$ cat src/rtl/baccarat_if.sv
// ============================================================================
// Module      : baccarat_if
// Description : Load strobes, result lights, cards, scores, tallies and flags
//               exchanged between the dealing controller and the datapath.
// Revision    : 1.0 - initial release
// ============================================================================
`default_nettype none

interface baccarat_if #(
    parameter int TALLY_W = 8
);
    logic [3:0]         new_card;
    logic               load_pcard1, load_pcard2, load_pcard3;
    logic               load_dcard1, load_dcard2, load_dcard3;
    logic               new_hand;
    logic               player_win_light, dealer_win_light;
    logic [3:0]         pcard1, pcard2, pcard3;
    logic [3:0]         dcard1, dcard2, dcard3;
    logic [3:0]         pscore, dscore;
    logic [TALLY_W-1:0] player_tally, dealer_tally, tie_tally;
    logic               bad_card, multi_load;

    modport master (
        output new_card, load_pcard1, load_pcard2, load_pcard3,
               load_dcard1, load_dcard2, load_dcard3, new_hand,
               player_win_light, dealer_win_light,
        input  pcard1, pcard2, pcard3, dcard1, dcard2, dcard3, pscore, dscore,
               player_tally, dealer_tally, tie_tally, bad_card, multi_load
    );

    modport slave (
        input  new_card, load_pcard1, load_pcard2, load_pcard3,
               load_dcard1, load_dcard2, load_dcard3, new_hand,
               player_win_light, dealer_win_light,
        output pcard1, pcard2, pcard3, dcard1, dcard2, dcard3, pscore, dscore,
               player_tally, dealer_tally, tie_tally, bad_card, multi_load
    );
endinterface

`default_nettype wire

$ cat src/rtl/baccarat_datapath.sv
// ============================================================================
// Module      : baccarat_datapath
// Description : Holds dealt cards, scores both hands mod 10, keeps saturating
//               win tallies and sticky protocol-error flags.
// Revision    : 1.0 - initial release
// ============================================================================
`default_nettype none

module baccarat_datapath #(
    parameter int TALLY_W = 8
) (
    input  wire logic   slow_clock,
    input  wire logic   resetb,
    baccarat_if.slave   bus
);

    localparam logic [TALLY_W-1:0] c_TALLY_MAX = {TALLY_W{1'b1}};
    localparam logic [TALLY_W-1:0] c_TALLY_ONE = {{(TALLY_W-1){1'b0}}, 1'b1};

    // Index order: player cards 1-3, then dealer cards 1-3
    logic [3:0]         r_card [6];
    logic               r_bad_card;
    logic               r_multi_load;
    logic               r_prev_lit;
    logic [TALLY_W-1:0] r_player_tally, r_dealer_tally, r_tie_tally;

    logic [5:0]         w_load;
    logic               w_valid;
    logic [3:0]         w_card_in;
    logic               w_multi;
    logic               w_lit;
    logic               w_rise;

    function automatic logic [4:0] f_val(input logic [3:0] card);
        return (card != 4'd0 && card <= 4'd9) ? {1'b0, card} : 5'd0;
    endfunction

    function automatic logic [3:0] f_score(input logic [3:0] a, input logic [3:0] b,
                                           input logic [3:0] c);
        logic [4:0] sum;
        sum = f_val(a) + f_val(b) + f_val(c);
        if (sum >= 5'd20)
            sum = sum - 5'd20;
        else if (sum >= 5'd10)
            sum = sum - 5'd10;
        return sum[3:0];
    endfunction

    assign w_load    = {bus.load_dcard3, bus.load_dcard2, bus.load_dcard1,
                        bus.load_pcard3, bus.load_pcard2, bus.load_pcard1};
    assign w_valid   = (bus.new_card != 4'd0) && (bus.new_card <= 4'd13);
    assign w_card_in = w_valid ? bus.new_card : 4'd0;
    // More than one bit set: clearing the lowest set bit leaves something
    assign w_multi   = (w_load & (w_load - 6'd1)) != 6'd0;
    assign w_lit     = bus.player_win_light | bus.dealer_win_light;
    assign w_rise    = w_lit & ~r_prev_lit;

    always_ff @(posedge slow_clock) begin
        if (!resetb || bus.new_hand) begin
            for (int i = 0; i < 6; i++)
                r_card[i] <= 4'd0;
            r_bad_card   <= 1'b0;
            r_multi_load <= 1'b0;
        end else begin
            for (int i = 0; i < 6; i++)
                if (w_load[i])
                    r_card[i] <= w_card_in;
            if (w_load != 6'd0 && !w_valid)
                r_bad_card <= 1'b1;
            if (w_multi)
                r_multi_load <= 1'b1;
        end
    end

    // Tallies and edge history survive new_hand; only reset clears them
    always_ff @(posedge slow_clock) begin
        if (!resetb) begin
            r_prev_lit     <= 1'b0;
            r_player_tally <= '0;
            r_dealer_tally <= '0;
            r_tie_tally    <= '0;
        end else begin
            r_prev_lit <= w_lit;
            if (w_rise) begin
                if (bus.player_win_light && bus.dealer_win_light) begin
                    if (r_tie_tally != c_TALLY_MAX)
                        r_tie_tally <= r_tie_tally + c_TALLY_ONE;
                end else if (bus.player_win_light) begin
                    if (r_player_tally != c_TALLY_MAX)
                        r_player_tally <= r_player_tally + c_TALLY_ONE;
                end else begin
                    if (r_dealer_tally != c_TALLY_MAX)
                        r_dealer_tally <= r_dealer_tally + c_TALLY_ONE;
                end
            end
        end
    end

    assign bus.pcard1       = r_card[0];
    assign bus.pcard2       = r_card[1];
    assign bus.pcard3       = r_card[2];
    assign bus.dcard1       = r_card[3];
    assign bus.dcard2       = r_card[4];
    assign bus.dcard3       = r_card[5];
    assign bus.pscore       = f_score(r_card[0], r_card[1], r_card[2]);
    assign bus.dscore       = f_score(r_card[3], r_card[4], r_card[5]);
    assign bus.player_tally = r_player_tally;
    assign bus.dealer_tally = r_dealer_tally;
    assign bus.tie_tally    = r_tie_tally;
    assign bus.bad_card     = r_bad_card;
    assign bus.multi_load   = r_multi_load;

endmodule

`default_nettype wire
$ cat src/flat_wrapper.sv
// flat-port wrapper written by rule: the top's interface ports become plain ports
module baccarat_datapath_flat 
#(
    parameter int TALLY_W = 8
)
  (slow_clock, resetb, bus_new_card, bus_load_pcard1, bus_load_pcard2, bus_load_pcard3, bus_load_dcard1, bus_load_dcard2, bus_load_dcard3, bus_new_hand, bus_player_win_light, bus_dealer_win_light, bus_pcard1, bus_pcard2, bus_pcard3, bus_dcard1, bus_dcard2, bus_dcard3, bus_pscore, bus_dscore, bus_player_tally, bus_dealer_tally, bus_tie_tally, bus_bad_card, bus_multi_load);
  baccarat_if #(.TALLY_W(TALLY_W)) bus_i ();
  input  wire logic slow_clock;
  input  wire logic resetb;
  input wire logic [$bits(bus_i.new_card)-1:0] bus_new_card;
  input wire logic [$bits(bus_i.load_pcard1)-1:0] bus_load_pcard1;
  input wire logic [$bits(bus_i.load_pcard2)-1:0] bus_load_pcard2;
  input wire logic [$bits(bus_i.load_pcard3)-1:0] bus_load_pcard3;
  input wire logic [$bits(bus_i.load_dcard1)-1:0] bus_load_dcard1;
  input wire logic [$bits(bus_i.load_dcard2)-1:0] bus_load_dcard2;
  input wire logic [$bits(bus_i.load_dcard3)-1:0] bus_load_dcard3;
  input wire logic [$bits(bus_i.new_hand)-1:0] bus_new_hand;
  input wire logic [$bits(bus_i.player_win_light)-1:0] bus_player_win_light;
  input wire logic [$bits(bus_i.dealer_win_light)-1:0] bus_dealer_win_light;
  output wire logic [$bits(bus_i.pcard1)-1:0] bus_pcard1;
  output wire logic [$bits(bus_i.pcard2)-1:0] bus_pcard2;
  output wire logic [$bits(bus_i.pcard3)-1:0] bus_pcard3;
  output wire logic [$bits(bus_i.dcard1)-1:0] bus_dcard1;
  output wire logic [$bits(bus_i.dcard2)-1:0] bus_dcard2;
  output wire logic [$bits(bus_i.dcard3)-1:0] bus_dcard3;
  output wire logic [$bits(bus_i.pscore)-1:0] bus_pscore;
  output wire logic [$bits(bus_i.dscore)-1:0] bus_dscore;
  output wire logic [$bits(bus_i.player_tally)-1:0] bus_player_tally;
  output wire logic [$bits(bus_i.dealer_tally)-1:0] bus_dealer_tally;
  output wire logic [$bits(bus_i.tie_tally)-1:0] bus_tie_tally;
  output wire logic [$bits(bus_i.bad_card)-1:0] bus_bad_card;
  output wire logic [$bits(bus_i.multi_load)-1:0] bus_multi_load;
  assign bus_i.new_card = bus_new_card;
  assign bus_i.load_pcard1 = bus_load_pcard1;
  assign bus_i.load_pcard2 = bus_load_pcard2;
  assign bus_i.load_pcard3 = bus_load_pcard3;
  assign bus_i.load_dcard1 = bus_load_dcard1;
  assign bus_i.load_dcard2 = bus_load_dcard2;
  assign bus_i.load_dcard3 = bus_load_dcard3;
  assign bus_i.new_hand = bus_new_hand;
  assign bus_i.player_win_light = bus_player_win_light;
  assign bus_i.dealer_win_light = bus_dealer_win_light;
  assign bus_pcard1 = bus_i.pcard1;
  assign bus_pcard2 = bus_i.pcard2;
  assign bus_pcard3 = bus_i.pcard3;
  assign bus_dcard1 = bus_i.dcard1;
  assign bus_dcard2 = bus_i.dcard2;
  assign bus_dcard3 = bus_i.dcard3;
  assign bus_pscore = bus_i.pscore;
  assign bus_dscore = bus_i.dscore;
  assign bus_player_tally = bus_i.player_tally;
  assign bus_dealer_tally = bus_i.dealer_tally;
  assign bus_tie_tally = bus_i.tie_tally;
  assign bus_bad_card = bus_i.bad_card;
  assign bus_multi_load = bus_i.multi_load;
  baccarat_datapath #(.TALLY_W(TALLY_W)) u_core (.slow_clock(slow_clock), .resetb(resetb), .bus(bus_i));
endmodule
$ cat config.mk
export PLATFORM = sky130hd
export DESIGN_NAME = baccarat_datapath_flat
export DESIGN_NICKNAME = d
export VERILOG_FILES = /design/src/rtl/baccarat_if.sv /design/src/rtl/baccarat_datapath.sv /design/src/flat_wrapper.sv
export SDC_FILE = /design/constraint.sdc
export NUM_CORES = 1
export LEC_CHECK = 0
export CAP_MARGIN = 0
export CORE_MARGIN = 1.5
export CORE_UTILIZATION = 35
export CTS_CLUSTER_DIAMETER = 50
export DETAILED_ROUTE_END_ITERATION = 12
export SLEW_MARGIN = 10
export SYNTH_ARGS = -nofsm -noshare
export SYNTH_HDL_FRONTEND = slang
export SYNTH_SLANG_ARGS = --single-unit
$ cat constraint.sdc
create_clock -name slow_clock -period 7.82 [get_ports slow_clock]
set_clock_uncertainty 0.2 [all_clocks]
set_input_delay 1.173 -clock slow_clock [delete_from_list [all_inputs] [get_ports slow_clock]]
set_output_delay 1.173 -clock slow_clock [all_outputs]
set_load 0.05 [all_outputs]
==> PnR_summary.wiki <==
{| class="wikitable"
! Metric !! Value
|-
| Outcome || finished clean
|-
| Syn Nets || 362
|-
| Share of Yosys cell area claimed by the top area cell type || 23.5%
|-
| Worst hold slack || 0.302 ns
|-
| Max Slew Vio Count || 0
|-
| Final number of hold-violating endpoints || 0
|-
| Most area-hungry cell type in the Yosys netlist || sky130_fd_sc_hd__edfxtp_1
|-
| Maximum number of pins on one net before global-route repair || 30
|-
| Most instantiated flip-flop cell in the synthesis netlist || sky130_fd_sc_hd__dfxtp_1
|-
| Clock slew at the register clock pins of the worst setup and hold paths || 0.09 ns
|-
| Effective utilization at floorplan || 36.8%
|-
| Vertical extent of the die || 96.6 µm
|-
| Final setup violation count || 0
|-
| Total area of multi-input combinational cells || 1710 µm²
|-
| Register bit count reported by yosys || 51
|-
| Post-synthesis instance area || 3070 µm²
|-
| Inserted Diodes || 0
|-
| Wire length on met2 || 3.10 mm
|-
| Power density over the cells || 187 nW/µm²
|-
| Port Buffer Count || 72
|-
| Sort of element at the end of the critical path || primary output
|-
| Maximum ir drop on the vdd rail || 0.109 mV
|-
| Wire length on met1 || 3.14 mm
|-
| Layout Area Growth over Synthesis || 31.2%
|-
| Number of iterations in the first detailed-routing pass || 4
|-
| Total of fill cells in the finished design || 790
|-
| Sequential Area || 1260 µm²
|-
| Total routing resource utilization after global routing || 14.5%
|-
| Global-route congestion overflow total || 0
|-
| Core outline area || 8340 µm²
|-
| WS Path Type || reg2out
|-
| Gate count of the mapped netlist || 322
|-
| 1st-iter DRT viols || 117
|-
| CTS H-tree lvls || 2
|-
| Number of enable-type register cells in the synthesized netlist || 24
|-
| Synth cell count leaders || sky130_fd_sc_hd__nor2_1, sky130_fd_sc_hd__dfxtp_1, sky130_fd_sc_hd__edfxtp_1
|-
| Clock tree from TritonCTS || yes
|-
| Slew of the pin with the lowest slew margin || 0.837 ns
|-
| Maximum fanout encountered on the critical timing path || 5
|-
| Routed wire length on met3 || 315 µm
|-
| Placed instance area || 3910 µm²
|-
| Synthesized area per cell || 9.53 µm²
|-
| Vias post-DR || 2,486
|-
| Overall power || 0.753 mW
|-
| Std cell rows || 33
|-
| Top sig layer || met4
|-
| Leakage power || 1.60 nW
|-
| Warnings from Yosys || 0
|-
| Die outline area || 9340 µm²
|-
| Number of unique standard cell types used by synthesis || 47
|-
| DRC errors left || 0
|-
| Period minus WS final || 5.64 ns
|-
| Leading cell types by total area after synthesis || sky130_fd_sc_hd__edfxtp_1, sky130_fd_sc_hd__dfxtp_1, sky130_fd_sc_hd__fa_1
|-
| Worst Path Arrival || 4.27 ns
|-
| Ports placed on the boundary || 73
|-
| Element type at the critical path start || flip-flop
|-
| Root Buffer || sky130_fd_sc_hd__clkbuf_8
|-
| Finished layout cell area || 4030 µm²
|-
| Class of the tightest hold or removal check || reg2reg
|-
| Post-CTS repair timing setup buffer count || 0
|-
| Maximum buffer depth of the clock tree || 2
|-
| WP data required || 6.45 ns
|-
| Routed length per placed instance || 13.2 µm
|-
| PostCTS Resize Cnt || 0
|-
| Proportion of synthesized chip area in sequential cells || 41.1%
|-
| Proportion of synthesized flip-flops having asynchronous set or reset || 0%
|-
| Post-Route Setup TNS || 0 ns
|-
| Number of nets with antenna violations after routing || 0
|-
| Maximum clock frequency || 177 MHz
|-
| Antenna violations before repair || 0
|-
| Number of global-route vias before repair || 2,424
|-
| Count of max-cap constraint violations || 0
|-
| CTS Hold Bufs || 0
|-
| Total Wirelength || 6.64 mm
|-
| Half-perimeter wire length of the detailed placement result || 5.22 mm
|-
| RSZ-0062 raised after global routing || false
|-
| First-pass GRT wire length || 11.3 mm
|-
| Clock sinks || 51
|-
| Worst max-slew margin expressed relative to the limit || 44.1%
|-
| Layout cell share with drive strength beyond 1 || 3.51%
|-
| Vias/cell || 4.93
|-
| Die outline width || 96.6 µm
|-
| Final layout net count || 438
|-
| Cts bufs inserted || 5
|-
| Final critical-path share of the clock period || 72.1%
|-
| Clock insertion delay at the later pin of the skew report || 0.30 ns
|-
| GPL Wtd Cong || 0.761
|-
| Most common cell in the netlist || sky130_fd_sc_hd__nor2_1
|}
where the power goes:
group | internal, mW | switching (mW) | total, mW
combinational | 0.0970 | 0.169 | 0.266
clock | 0.104 | 0.0859 | 0.189
sequential | 0.289 | 0.00905 | 0.298
final timing paths:
| check | slack, ns | to | startpoint | cells past startpoint |
|---|---|---|---|---|
| max | 2.18 | bus_dscore[2] | u_core.r_card[5][3] | 14 |
| min | 0.30 | u_core.bus.tie_tally[1] | u_core.bus.tie_tally[1] | 2 |
| max reg2reg | 6.04 | u_core.bus.tie_tally[5] | u_core.bus.tie_tally[3] | 4 |
| min reg2reg | 0.30 | u_core.bus.tie_tally[1] | u_core.bus.tie_tally[1] | 2 |
per-stage QoR:
step | setup WS [ns] | utilization, % | instances
finish | 2.18 | 48.3 | 504
global route | 1.94 | 48.3 | 504
CTS | 2.17 | 48.3 | 504
detailed placement | 2.53 | 46.9 | 496
global placement | 2.67 | 46.9 | 496
floorplan | 2.29 | - | 322
placed cells by master (no fill, tap or decap), types with 10 or more instances in the layout:
cell type / netlist / layout
sky130_fd_sc_hd__ha_1: 15 / 15
sky130_fd_sc_hd__nand2_1: 20 / 20
sky130_fd_sc_hd__nor2_1: 53 / 53
sky130_fd_sc_hd__nor3b_1: 10 / 10
sky130_fd_sc_hd__inv_1: 22 / 22
sky130_fd_sc_hd__xnor2_1: 13 / 13
sky130_fd_sc_hd__dfxtp_1: 27 / 27
sky130_fd_sc_hd__nand3_1: 10 / 10
sky130_fd_sc_hd__clkdlybuf4s50_1: 0 / 72
sky130_fd_sc_hd__fa_1: 10 / 10
sky130_fd_sc_hd__o21ai_0: 17 / 17
sky130_fd_sc_hd__edfxtp_1: 24 / 24
sky130_fd_sc_hd__nand2b_1: 15 / 15
cell families after synthesis:
family	count (synthesis)	share of synthesized area, %
muxes	5	1.67
DFF	51	41.1
AOI/OAI and AO/OA	45	9.99
and+or+nand+nor	149	25.2
adders and majority gates	26	13.0
xor gates and xnor gates	21	6.00
buffers and inverters	25	3.06
area by class of cell:
type                    instances  share of cell area, %
flip-flops and latches         51                   31.3
multi-input cells             246                   42.5
clock buffers                   6                   2.05
repair buffers                 72                   17.9
clock inverters                 2                  0.870
inverters                      22                   2.05
well taps                     105                   3.26
state kept, by name, summed over array words and instances (netlist names):
name,flops
u_core.bus.multi_load,1
u_core.bus.dealer_tally,8
u_core.bus.tie_tally,8
u_core.r_prev_lit,1
u_core.bus.player_tally,8
u_core.r_card,24
u_core.bus.bad_card,1
layer usage:
layer / vias to the layer above / global-route usage (%)
li1: 1271 / -
met1: 1147 / 19.0
met2: 61 / 23.7
met3: 7 / 3.90
met4: 0 / 3.90
met5: - / 0
worst max-delay path, cell delays in order, from the launching register on:
cell and delay (ns):
sky130_fd_sc_hd__edfxtp_1 0.43, sky130_fd_sc_hd__nand2b_1 0.19, sky130_fd_sc_hd__fa_1 0.54, sky130_fd_sc_hd__inv_1 0.04, sky130_fd_sc_hd__ha_1 0.21, sky130_fd_sc_hd__fa_1 0.38
sky130_fd_sc_hd__xnor2_1 0.31, sky130_fd_sc_hd__inv_1 0.12, sky130_fd_sc_hd__ha_1 0.20, sky130_fd_sc_hd__nand2_1 0.08, sky130_fd_sc_hd__o22ai_1 0.11, sky130_fd_sc_hd__nor3b_1 0.16
sky130_fd_sc_hd__a21oi_1 0.12, sky130_fd_sc_hd__nor3b_1 0.24, sky130_fd_sc_hd__clkdlybuf4s50_1 0.84
Note: power is estimated with default switching activity, not from simulation.
